[config.mk]
export PLATFORM = sky130hd
export DESIGN_NAME = stream_sel_mux
export DESIGN_NICKNAME = d
export VERILOG_FILES = /design/src/rtl/stream_sel_mux.sv
export SDC_FILE = /design/constraint.sdc
export NUM_CORES = 1
export LEC_CHECK = 0
export ABC_AREA = 1
export BUFFER_PORTS_ARGS = -buffer_cell sky130_fd_sc_hd__buf_4
export CAP_MARGIN = 20
export CORE_UTILIZATION = 47
export DETAILED_ROUTE_END_ITERATION = 16
export PLACE_DENSITY = 0.88
export SETUP_SLACK_MARGIN = 0.2
export SYNTH_ARGS = -nofsm -noshare
export SYNTH_HDL_FRONTEND = slang
export SYNTH_SLANG_ARGS = --single-unit
[constraint.sdc]
create_clock -name clk -period 2.6 [get_ports clk]
set_clock_uncertainty 0.15 [all_clocks]
set_input_delay 0.52 -clock clk [delete_from_list [all_inputs] [get_ports clk]]
set_output_delay 0.52 -clock clk [all_outputs]
set_load 0.05 [all_outputs]
[src/rtl/stream_sel_mux.sv]
// Registered N:1 pixel-stream multiplexer with valid/ready handshake.
// Channel switches are deferred to frame boundaries and cost one bubble cycle.
module stream_sel_mux #(
   parameter int NUM_CH     = 8,
   parameter int DATA_W     = 8,
   parameter int SEL_W      = 3,
   parameter int DROP_UNSEL = 0
) (
   input  logic                     clk,
   input  logic                     rst_n,
   input  logic [NUM_CH*DATA_W-1:0] s_data,
   input  logic [NUM_CH-1:0]        s_valid,
   input  logic [NUM_CH-1:0]        s_last,
   output logic [NUM_CH-1:0]        s_ready,
   input  logic [SEL_W-1:0]         sel_req,
   input  logic                     sel_req_valid,
   output logic [DATA_W-1:0]        m_data,
   output logic                     m_valid,
   output logic                     m_last,
   output logic [SEL_W-1:0]         m_ch,
   input  logic                     m_ready,
   output logic [SEL_W-1:0]         active_sel,
   output logic                     sel_err
);

   localparam logic           UNSEL_READY = (DROP_UNSEL != 0);
   localparam logic [SEL_W:0] CH_LIMIT    = (SEL_W+1)'(NUM_CH);

   logic [SEL_W-1:0]  pend_sel;
   logic              pend_vld;
   logic              in_frame;

   logic              main_vld;
   logic [DATA_W-1:0] main_data;
   logic              main_last;
   logic [SEL_W-1:0]  main_ch;

   logic              skid_vld;
   logic [DATA_W-1:0] skid_data;
   logic              skid_last;
   logic [SEL_W-1:0]  skid_ch;

   logic              act_valid;
   logic              act_last;
   logic [DATA_W-1:0] act_data;
   logic              act_ready;
   logic              switch_now;
   logic              accept;
   logic              req_ok;

   always_comb begin
      act_valid = 1'b0;
      act_last  = 1'b0;
      act_data  = '0;
      for (int k = 0; k < NUM_CH; k++) begin
         if (active_sel == SEL_W'(k)) begin
            act_valid = s_valid[k];
            act_last  = s_last[k];
            act_data  = s_data[k*DATA_W +: DATA_W];
         end
      end
   end

   // switch_now looks only at registered state so s_ready never depends on inputs
   assign switch_now = pend_vld && !in_frame;
   assign act_ready  = !skid_vld && !switch_now;
   assign accept     = act_valid && act_ready;
   assign req_ok     = {1'b0, sel_req} < CH_LIMIT;

   always_comb begin
      s_ready = '0;
      for (int k = 0; k < NUM_CH; k++) begin
         s_ready[k] = (active_sel == SEL_W'(k)) ? act_ready : UNSEL_READY;
      end
   end

   // A request arriving during the switch cycle overrides the clear of pend_vld
   always_ff @(posedge clk or negedge rst_n) begin
      if (!rst_n) begin
         active_sel <= '0;
         pend_sel   <= '0;
         pend_vld   <= 1'b0;
         in_frame   <= 1'b0;
         sel_err    <= 1'b0;
      end else begin
         sel_err <= sel_req_valid && !req_ok;
         if (switch_now) begin
            active_sel <= pend_sel;
            pend_vld   <= 1'b0;
         end
         if (sel_req_valid && req_ok) begin
            pend_sel <= sel_req;
            pend_vld <= 1'b1;
         end
         if (accept) begin
            in_frame <= !act_last;
         end
      end
   end

   // Accept implies the skid is empty, so an accept never collides with a skid-to-main move
   always_ff @(posedge clk or negedge rst_n) begin
      if (!rst_n) begin
         main_vld  <= 1'b0;
         main_data <= '0;
         main_last <= 1'b0;
         main_ch   <= '0;
         skid_vld  <= 1'b0;
         skid_data <= '0;
         skid_last <= 1'b0;
         skid_ch   <= '0;
      end else if (accept) begin
         if (!main_vld || m_ready) begin
            main_vld  <= 1'b1;
            main_data <= act_data;
            main_last <= act_last;
            main_ch   <= active_sel;
         end else begin
            skid_vld  <= 1'b1;
            skid_data <= act_data;
            skid_last <= act_last;
            skid_ch   <= active_sel;
         end
      end else if (main_vld && m_ready) begin
         main_vld <= skid_vld;
         if (skid_vld) begin
            main_data <= skid_data;
            main_last <= skid_last;
            main_ch   <= skid_ch;
            skid_vld  <= 1'b0;
         end
      end
   end

   assign m_valid = main_vld;
   assign m_data  = main_data;
   assign m_last  = main_last;
   assign m_ch    = main_ch;

endmodule

### Yosys cells after proc, flatten, opt, wreduce, memory -nomap -nowiden

Cells that the tools add are included.

| word-level totals | value |
|---|---|
| register bits after elaboration | 34 |
| output and inout port bits | 25 |
| word-level logic and storage cells | 92 |

| operators by class | value |
|---|---|
| eq/ne operators | 9 |
| muxes and demuxes | 52 |
| bitwise gates (word level) | 1 |
| reductions and logical operators | 18 |

Operators with widths:

| cell | count |
|---|---|
| $mux W8 | 12 |
| $mux W1 | 36 |
| $eq A3 B3 Y1 const B | 4 |
| $mux W3 | 4 |
| $eq A3 B2 Y1 const B | 2 |
| $reduce_and A2 Y1 | 3 |
| $reduce_bool A2 Y1 | 3 |
| $logic_not A1 Y1 | 5 |
| $logic_and A1 B1 Y1 | 4 |
| $eq A3 B1 Y1 const B | 1 |
| $logic_not A3 Y1 | 1 |
| $reduce_and A3 Y1 | 1 |
| $ne A2 B1 Y1 const B | 1 |
| $ne A2 B2 Y1 const B | 1 |
| $logic_or A1 B1 Y1 | 1 |
| $not A1 Y1 | 1 |

### Logic depth before layout (Yosys ltp)

Gate-level depths: netlist of run 1.

| logic depth | value |
|---|---|
| depth in word-level cells | 12 |
| mapped depth | 15 |

### Worst setup path before layout of run 1

No wires, ideal clock.

| timing | value |
|---|---|
| kind | flip-flop to output port |
| start point | register active_sel[2] |
| end point | output s_ready[5] |
| arrival | 2751 ps |
| data required time | 1930 ps |
| setup slack | -821 ps |
| cell stages (with the launch flop) | 6 |
| path through | dfrtp_1 buf_4 inv_4 buf_6 clkbuf_1 nor4_1 |

| between the ends | value |
|---|---|
| cells in the longest elaborated chain, start to end | 2 |

RTL lines:

| element | line | source |
|---|---|---|
| start: declaration | 22 | `output logic [SEL_W-1:0] active_sel,` |
| start signal: assignment | 88 | `active_sel <= pend_sel;` |
| $eq A3 B3 Y1 | 73 | `s_ready[k] = (active_sel == SEL_W'(k)) ? act_ready : UNSEL_READY;` |
| $mux W1 | 73 |  |
| end: declaration | 14 | `output logic [NUM_CH-1:0] s_ready,` |

No other way between the ends.

### Worst setup path in the final report of run 1

| timing | value |
|---|---|
| start point | register active_sel[1] |
| end point | output s_ready[4] |

The elaborated chain is that of the path after synthesis.

==> results.py, run 1 <==
metrics = {
    "power_and_ir_drop": {
        "p_leak_nw": 1.78,
        "irDropWorstVdd_uv": 686,
        "power_w": 0.00399,
        "power_density_mw_per_mm2": 1160,
    },
    "routing": {
        "viasPerCell": 5.45,
        "drcViolationCount": 0,
        "post_drt_wl_per_cell_um": 14.8,
        "first_pass_iters": 5,
        "antenna_left": 0,
        "dr.first_iter.drc_count": 252,
        "vias": 2828,
        "drt-total-wl_um": 7700,
    },
    "global_routing": {
        "gr-usage-all-layers_pct": 29.8,
        "grt-busiest-layer": "met2",
        "grt_pass1_vias": 2713,
        "grt.overflow.total": 0,
        "antenna_found_initial": 0,
        "grt_use_met3_pct": 5.97,
        "met2_usage_pct": 52.1,
        "grt_pass1_wl_um": 12100,
        "grt_max_degree": 35,
        "grtUsageMet1_pct": 36.9,
    },
    "sta": {
        "final.setup.worst_slack_ns": 0.278,
        "slew_viol_final": 0,
        "layout_min_cycle_time_ns": 2.32,
        "post-route-period-util_pct": 89.3,
        "setup_viol": 0,
        "fmax_ghz": 0.431,
        "rsz0062_at_grt": "no",
        "finalHoldViolCount": 0,
        "finalSetupTns_ns": 0,
    },
    "synthesis": {
        "syn_inst": 339,
        "synthArstFlopShare_pct": 100,
        "ys.flop_type": "dfrtp_1",
        "ys_ff_latch": 34,
        "synth_edf_count": 0,
        "ys_types": 29,
        "synth_area_mm2": 0.00232,
        "synth_area_per_cell_um2": 6.85,
        "synth_nets": 426,
        "synth-seq-area-share_pct": 36.6,
        "yosysWarnings": 0,
    },
    "placed_design": {
        "hpwl_um": 5770,
        "gp_congestion": 0.870,
        "pre_cts_ws_ns": 0.248,
        "portBuffers": 110,
        "dpl.cell_count": 506,
    },
    "clock_tree": {
        "cts_tree": "done",
        "cts_sinks": 34,
        "cts_max_path_buffers": 2,
        "cts_made_buffers": 5,
        "clk_pin_slew_ns": 0.07,
        "clockRootBuffer": "clkbuf_8",
        "worstSkewPairLatency_ns": 0.28,
        "htree_levels": 2,
    },
    "critical_path": {
        "critical_path.cell_chain": "nor2_1 -> buf_4 -> nand2_1 -> nor2_2 -> buf_4",
        "path_class": "reg -> out",
        "crit_arrival_ns": 1.65,
        "reg2regPathDepth": 9,
        "cp.required_ns": 1.93,
        "start_kind": "flop",
        "endpoint_kind": "primary output",
        "crit_slowest_cell": "dfrtp_2",
        "cp_max_fo": 10,
        "critPathMaxStageDelay_ns": 0.53,
        "path_common_cell": "buf_4",
    },
    "layout": {
        "syn2layout_area_growth_pct": 48.0,
        "antennaDiodeCount": 0,
        "drive_above_1_share_pct": 36.3,
        "final_core_util_pct": 72.8,
        "stdcell_count": 519,
        "layout.nets": 538,
    },
    "floorplanning": {
        "start_util_pct": 49.2,
        "fp.dieH_um": 72.3,
        "die_w_um": 72.3,
        "rows": 25,
        "io_pins": 112,
        "core_area_mm2": 0.00472,
        "die-area_mm2": 0.00523,
    },
    "flow_run": {
        "maxCapViolCount": 0,
    },
    "hold_path": {
        "hold_path.class": "in -> async",
    },
    "run_status": {
        "status": "complete, no violations",
    },
}
-- area by class of cell --
class,instances,area [µm²]
Clock buffer,7,86.3
Clock inverter,1,5.00
Fill cell,384,1290
Inverter,22,103
Multi-Input combinational cell,263,1370
Sequential cell,34,855
Tap cell,67,83.8
Timing Repair Buffer,125,938
-- cell usage after synthesis (2+ instances only) --
cell type / count / share of area, %
nor3_2: 2 / 0.86
buf_4: 7 / 2.3
nor4_1: 6 / 1.6
inv_1: 17 / 2.7
clkbuf_1: 6 / 0.97
inv_4: 3 / 0.81
nand4_1: 41 / 11
dfrtp_1: 34 / 37
nand3_1: 22 / 4.7
o21ai_0: 6 / 1.3
buf_1: 2 / 0.32
a21oi_2: 2 / 0.75
buf_2: 2 / 0.43
nand2_1: 143 / 23
buf_6: 3 / 1.5
nand2_2: 4 / 1.1
nor3_4: 2 / 1.4
nor2_1: 26 / 4.2
-- cell families after synthesis --
kind of cell    Yosys count  synth area share [%]
compound gates           13                  4.10
buf+inv                  42                  9.32
flops                    34                  36.6
other cells               1                 0.161
simple gates            249                  49.8
-- worst max-delay path, delay by kind of cell, from the launching register on --
| family | cells | cell delay, ns |
|---|---|---|
| buffers and inverters | 2 | 0.41 |
| flip-flops | 1 | 0.53 |
| AND/OR/NAND/NOR | 3 | 0.42 |
-- per-layer routing --
| layer | vias to the layer above | wire length [µm] | part of all wire, % |
|---|---|---|---|
| met2 | 144 | 3950 | 51 |
| li1 | 1345 | - | - |
| met4 | 0 | 204 | 2.6 |
| met5 | - | 0 | 0 |
| met3 | 22 | 542 | 7.0 |
| met1 | 1317 | 3010 | 39 |
-- worst paths after layout --
kind                          startpoint            end  slack (ns)
min in group clk              sel_req[0]    pend_sel[0]        0.29
min reg2reg                    m_data[7]      m_data[7]        0.33
min                                rst_n      m_data[7]        0.02
max                        active_sel[1]     s_ready[4]        0.28
max in group asynchronous          rst_n  active_sel[2]        1.96
max reg2reg                active_sel[1]        m_ch[0]        0.38
-- flip-flops by register name, indices dropped and copies added (netlist names), 3 cells and up --
| register | cells |
|---|---|
| m_data | 8 |
| m_ch | 3 |
| pend_sel | 3 |
| active_sel | 3 |
| skid_ch | 3 |
| skid_data | 8 |
-- layout by cell type (no fill, tap or decap), types with 2 or more instances in the layout --
cell      Yosys  final
a21oi_4       1      2
buf_4         7    125
clkbuf_8      0      6
dfrtp_1      34     31
dfrtp_2       0      3
inv_1        17     17
nand2_1     143    143
nand2_2       4      4
nand3_1      22     22
nand4_1      41     41
nor2_1       26     23
nor2_2        0      3
nor3_4        2      3
nor4_4        0      6
o21ai_0       6      6
-- what timing repair did --
action | 4_1_cts | 5_1_grt
gates resized for setup | 1 | 5
hold buffers | 0 | 0
setup buffers | 0 | 5
pin swaps | 0 | 1
endpoints found under the setup margin | 1 | 25
-- stage by stage --
stage	cell area, µm²	hold slack [ns]
after CTS	3380	0.0342
final	3440	0.0170
after floorplan	2440	0.0744
after global placement	3280	0.307
after detailed placement	3280	0.313
after global routing	3440	0.0512
-- power by group --
| part | internal, W | total (W) | switching, W |
|---|---|---|---|
| sequential | 0.000728 | 0.000922 | 0.000194 |
| combinational | 0.000839 | 0.00266 | 0.00182 |
| clock | 0.000214 | 0.000403 | 0.000189 |
(Power assumes the default switching activity.)
==> run 2: changes to the inputs <==
--- a/config.mk
+++ b/config.mk
@@ -8,9 +8,10 @@
 export ABC_AREA = 1
 export BUFFER_PORTS_ARGS = -buffer_cell sky130_fd_sc_hd__buf_4
 export CAP_MARGIN = 20
+export CORE_MARGIN = 5
 export CORE_UTILIZATION = 47
 export DETAILED_ROUTE_END_ITERATION = 16
-export PLACE_DENSITY = 0.88
+export PLACE_DENSITY_LB_ADDON = 0.05
 export SETUP_SLACK_MARGIN = 0.2
 export SYNTH_ARGS = -nofsm -noshare
 export SYNTH_HDL_FRONTEND = slang
==> run 2 against run 1 <==
Against the previous run: die area up 23%; hold slack gained 0.011 ns; routed wire length is 3.4% higher; largest power group unchanged; highest routed layer unchanged.
==> results.py, run 2 (synthesis gave the netlist of run 1 again) <==
metrics = {
    "clock_tree": {
        "cts_tree": "done",
        "clk_pin_slew_ns": 0.07,
        "htree_levels": 2,
        "clockRootBuffer": "clkbuf_8",
        "cts_made_buffers": 5,
        "cts_sinks": 34,
        "worstSkewPairLatency_ns": 0.29,
        "cts_max_path_buffers": 2,
    },
    "critical_path": {
        "path_class": "reg -> out",
        "start_kind": "flop",
        "endpoint_kind": "primary output",
        "cp.required_ns": 1.93,
        "reg2regPathDepth": 11,
        "crit_arrival_ns": 1.71,
        "cp_max_fo": 10,
    },
    "layout": {
        "n_fill_cell": 428,
        "layout_common_cells": "nand2_1, buf_4, nand4_1",
        "stdcell_count": 522,
        "syn2layout_area_growth_pct": 50.8,
        "mostFrequentLayoutCell": "nand2_1",
        "drive_above_1_share_pct": 37.1,
        "layout.nets": 542,
        "antennaDiodeCount": 0,
    },
    "floorplanning": {
        "core_area_mm2": 0.00475,
        "rows": 25,
        "start_util_pct": 48.8,
        "fp.dieH_um": 80.3,
        "die-area_mm2": 0.00645,
        "die_w_um": 80.3,
        "io_pins": 112,
    },
    "run_status": {
        "status": "complete, no violations",
    },
    "routing": {
        "antenna_left": 0,
        "wl_met3_um": 606,
        "wl_met1_um": 3260,
        "dr.first_iter.drc_count": 218,
        "first_pass_iters": 5,
        "viasPerCell": 5.32,
        "drt-total-wl_um": 7960,
        "topRoutingLayerUsed": "met4",
        "wl_met2_um": 4000,
        "drcViolationCount": 0,
        "vias": 2776,
        "post_drt_wl_per_cell_um": 15.2,
    },
    "power_and_ir_drop": {
        "irDropWorstVdd_uv": 615,
        "p_leak_nw": 1.81,
        "power_density_mw_per_mm2": 1190,
    },
    "placed_design": {
        "hpwl_um": 5940,
        "portBuffers": 110,
        "gp_congestion": 0.800,
        "dpl.cell_count": 507,
    },
    "sta": {
        "post-route-period-util_pct": 91.6,
        "setup_viol": 0,
        "layout_min_cycle_time_ns": 2.38,
        "finalSetupTns_ns": 0,
        "fmax_ghz": 0.420,
        "slew_viol_final": 0,
        "rsz0062_at_grt": "yes",
        "finalHoldViolCount": 0,
        "whs_ns": 0.0277,
        "tightest_slew_ns": 0.518,
        "relSlewSlack_pct": 65.5,
    },
    "global_routing": {
        "gr-usage-all-layers_pct": 25.5,
        "grt.overflow.total": 0,
        "grt_pass1_wl_um": 12600,
        "grt_max_degree": 35,
        "grt_pass1_vias": 2648,
        "antenna_found_initial": 0,
    },
    "flow_run": {
        "maxCapViolCount": 0,
    },
    "hold_path": {
        "hold_path.class": "in -> async",
    },
}
[run 2: area by class of cell]
cell class / count / area [µm²] / share of cell area (%)
timing repair buffer: 129 / 985 / 28.1
sequential: 34 / 857 / 24.5
multi-input combinational: 263 / 1360 / 38.9
tap: 67 / 83.8 / 2.39
inverter: 22 / 103 / 2.93
clock inverter: 1 / 30.0 / 0.857
clock buffer: 6 / 82.6 / 2.36
[run 2: per-stage QoR]
| step | utilization (%) | instance area (µm²) | worst slack, ns | power (W) |
|---|---|---|---|---|
| floorplan | - | 2440 | 0.184 | 0.00282 |
| global placement | 69.2 | 3290 | 0.212 | 0.00342 |
| detailed placement | 69.2 | 3290 | 0.132 | 0.00346 |
| CTS | 71.9 | 3420 | 0.200 | 0.00398 |
| global route | 73.7 | 3500 | 0.162 | 0.00448 |
| finish | 73.7 | 3500 | 0.219 | 0.00417 |
[run 2: report_power, final]
part | leakage, nW | total (W) | switching (W) | internal [W]
clock | 0.0573 | 0.000498 | 0.000192 | 0.000307
sequential | 0.429 | 0.000916 | 0.000184 | 0.000732
combinational | 1.32 | 0.00275 | 0.00184 | 0.000917
total | 1.81 | 0.00417 | 0.00221 | 0.00196
[run 2: critical path, stage by stage, from the launching register on]
cell and delay [ns]:
dfrtp_2 0.50, nor2_1 0.20, buf_4 0.22, nand2_2 0.15
nor2_2 0.14, buf_4 0.20
[run 2: what timing repair did]
item / 4_1_cts / 5_1_grt
buffers inserted: 1 / 7
pin swaps: 1 / 1
resized for setup: 2 / 6
endpoints found under the setup margin: 14 / 35
hold buffers: 0 / 0
[run 2: layer usage]
layer | global-route usage (%) | vias up
li1 | - | 1349
met1 | 32.6 | 1286
met2 | 44.0 | 131
met3 | 4.71 | 10
met4 | 6.76 | 0
met5 | 0 | -
[run 2: worst paths after layout]
kind	start	endpoint	slack, ns
hold / removal	rst_n	skid_data[7]	0.03
max in group asynchronous	rst_n	active_sel[2]	1.93
setup reg to reg	active_sel[2]	m_last	0.31
setup / recovery	active_sel[0]	s_ready[4]	0.22
min in group clk	sel_req[2]	pend_sel[2]	0.28
hold reg to reg	m_last	m_last	0.33
==> run 3: changes to the inputs <==
--- a/config.mk
+++ b/config.mk
@@ -5,7 +5,6 @@
 export SDC_FILE = /design/constraint.sdc
 export NUM_CORES = 1
 export LEC_CHECK = 0
-export ABC_AREA = 1
 export BUFFER_PORTS_ARGS = -buffer_cell sky130_fd_sc_hd__buf_4
 export CAP_MARGIN = 20
 export CORE_MARGIN = 5
==> run 3 against run 2 <==
Against the previous run: utilization decreased by 5.1 points; first-iteration DRC count down 37%; sequential cell count is the same; clock-buffer cell count is 1 higher; synthesized cell count is 22% lower; clock power down 19%; area after synthesis up 3.7%; register-to-register slack improved by 0.09 ns; combinational power increased by 12%; largest power group unchanged; highest routed layer unchanged.
==> results.py, run 3 <==
metrics = {
    "routing": {
        "viasPerCell": 5.48,
        "vias": 2423,
        "drcViolationCount": 0,
        "antenna_left": 0,
        "first_pass_iters": 4,
        "drt-total-wl_um": 7520,
        "post_drt_wl_per_cell_um": 17.0,
        "dr.first_iter.drc_count": 138,
    },
    "synthesis": {
        "netlist_top_cells_count": "nand2_1, dfrtp_1, mux2i_1",
        "synth_area_leaders": "dfrtp_1, mux2i_1, nand2_1",
        "netlist.area_leader.share_pct": 35.3,
        "synth-seq-area-share_pct": 35.3,
        "yosys.area.top_type": "dfrtp_1",
        "synth_edf_count": 0,
        "yosysWarnings": 0,
        "yosysMostFrequentCell": "nand2_1",
        "syn_inst": 263,
        "ys_types": 44,
        "synthArstFlopShare_pct": 100,
        "ys_ff_latch": 34,
        "synth_area_per_cell_um2": 9.16,
        "synth_nets": 350,
        "ys.flop_type": "dfrtp_1",
        "synth_area_mm2": 0.00241,
    },
    "floorplanning": {
        "core_area_mm2": 0.00504,
        "start_util_pct": 47.8,
        "fp.dieH_um": 81.6,
        "die-area_mm2": 0.00666,
        "die_w_um": 81.6,
        "io_pins": 112,
        "rows": 26,
    },
    "critical_path": {
        "path_class": "reg -> out",
        "crit_arrival_ns": 1.66,
        "cp_max_fo": 6,
        "worstReg2RegEnd": "in_frame",
        "worstReg2RegStart": "active_sel[1]",
        "cp.required_ns": 1.93,
        "rrSetupSlack_ns": 0.40,
        "reg2regPathDepth": 6,
        "start_kind": "flop",
        "endpoint_kind": "primary output",
    },
    "power_and_ir_drop": {
        "irDropWorstVdd_uv": 762,
        "power_density_mw_per_mm2": 1290,
        "p_leak_nw": 1.70,
    },
    "layout": {
        "register_area_um2": 855,
        "syn2layout_area_growth_pct": 43.6,
        "drive_above_1_share_pct": 49.2,
        "mostFrequentLayoutCell": "buf_4",
        "finish.instance_area_mm2": 0.00346,
        "antennaDiodeCount": 0,
        "layout.nets": 458,
        "multi_input_area_mm2": 0.00144,
        "n_fill_cell": 430,
        "layout_common_cells": "buf_4, nand2_1, dfrtp_1",
        "final_core_util_pct": 68.6,
    },
    "sta": {
        "slew_viol_final": 0,
        "post-route-period-util_pct": 89.8,
        "finalHoldViolCount": 0,
        "finalSetupTns_ns": 0,
        "rsz0062_at_grt": "yes",
        "fmax_ghz": 0.428,
        "setup_viol": 0,
        "tightest_slew_ns": 0.522,
        "layout_min_cycle_time_ns": 2.33,
        "relSlewSlack_pct": 65.1,
    },
    "clock_tree": {
        "htree_levels": 2,
        "cts_max_path_buffers": 2,
        "cts_sinks": 34,
        "worstSkewPairLatency_ns": 0.29,
        "clk_pin_slew_ns": 0.07,
        "clockRootBuffer": "clkbuf_8",
        "postCtsHoldBufs": 0,
        "cts_made_buffers": 5,
        "cts_tree": "done",
    },
    "placed_design": {
        "portBuffers": 110,
        "post_dp_cell_area_mm2": 0.00332,
        "gp_congestion": 0.814,
        "hpwl_um": 5840,
    },
    "global_routing": {
        "grt.overflow.total": 0,
        "gr-usage-all-layers_pct": 23.2,
        "grt_pass1_vias": 2360,
        "grt_pass1_wl_um": 11600,
        "grt_max_degree": 35,
        "antenna_found_initial": 0,
    },
    "flow_run": {
        "maxCapViolCount": 0,
    },
    "hold_path": {
        "hold_path.class": "in -> async",
    },
    "run_status": {
        "status": "complete, no violations",
    },
}
[run 3: cell types whose count changed after synthesis, sizes merged, moves of 9 or more]
cell,change
a21oi,+17
or2,+9
inv,-9
mux2i,+30
nand4,-41
o211ai,+16
nand2,-113
mux2,+9
nand3,-21
nor2,-16
[run 3: cells by family (layout without fill, tap and decap cells)]
logic type             Yosys count  in the layout  share of synthesized area (%)
muxes                           39             39                           16.7
buffers and inverters           36            145                           8.10
AOI/OAI and AO/OA               76             76                           24.0
and+or+nand+nor                 77             77                           15.7
DFF                             34             34                           35.3
other                            1              1                          0.156
[run 3: layout make-up]
class,instances,share of cell area (%)
flip-flops and latches,34,24.7
inverters,12,1.30
well taps,70,2.53
repair buffers,125,27.1
clock inverters,1,0.145
clock buffers,7,2.50
multi-input cells,193,41.7
[run 3: per-layer routing]
metal	part of all wire (%)	vias to the layer above	global-route usage [%]
met5	0	-	0
met4	0.75	0	4.49
met3	7.8	5	5.92
met2	53	86	42.4
met1	39	1165	27.4
li1	-	1167	-
[run 3: where the power goes]
group	internal [W]	switching, W
sequential	0.000782	0.000215
clock	0.000213	0.000189
combinational	0.00122	0.00185
total	0.00222	0.00225
[run 3: worst max path at each step]
stage | slack [ns] | depth (start not counted) | end | startpoint
floorplan | 0.10 | 5 | s_ready[0] | active_sel[1]
global placement | 0.31 | 7 | skid_data[2] | active_sel[1]
detailed placement | 0.23 | 6 | m_last | active_sel[1]
CTS | 0.22 | 5 | s_ready[3] | in_frame
global route | 0.18 | 5 | s_ready[4] | pend_vld
finish | 0.27 | 5 | s_ready[4] | pend_vld
[run 3: per-stage QoR]
stage          hold slack [ns]  instances  setup WS, ns  total power (W)
2_1_floorplan           0.0744        263         0.101          0.00324
3_3_place_gp             0.302        431         0.312          0.00395
3_5_place_dp             0.307        431         0.234          0.00400
4_1_cts                 0.0278        439         0.221          0.00441
5_1_grt                 0.0489        442         0.176          0.00479
6_report                0.0180        442         0.266          0.00447
[run 3: repair_timing]
item / CTS / global route
endpoints found under the hold margin: 0 / 0
pin swaps: 0 / 0
buffers inserted: 0 / 3
resized for setup: 1 / 8
setup endpoints to repair: 5 / 24
[run 3: worst max-delay path, cell delays in order (launching register included)]
cell,delay [ns]
dfrtp_1,0.38
nor2b_2,0.20
nor2_2,0.20
nand2_2,0.19
nor3_4,0.19
buf_4,0.22
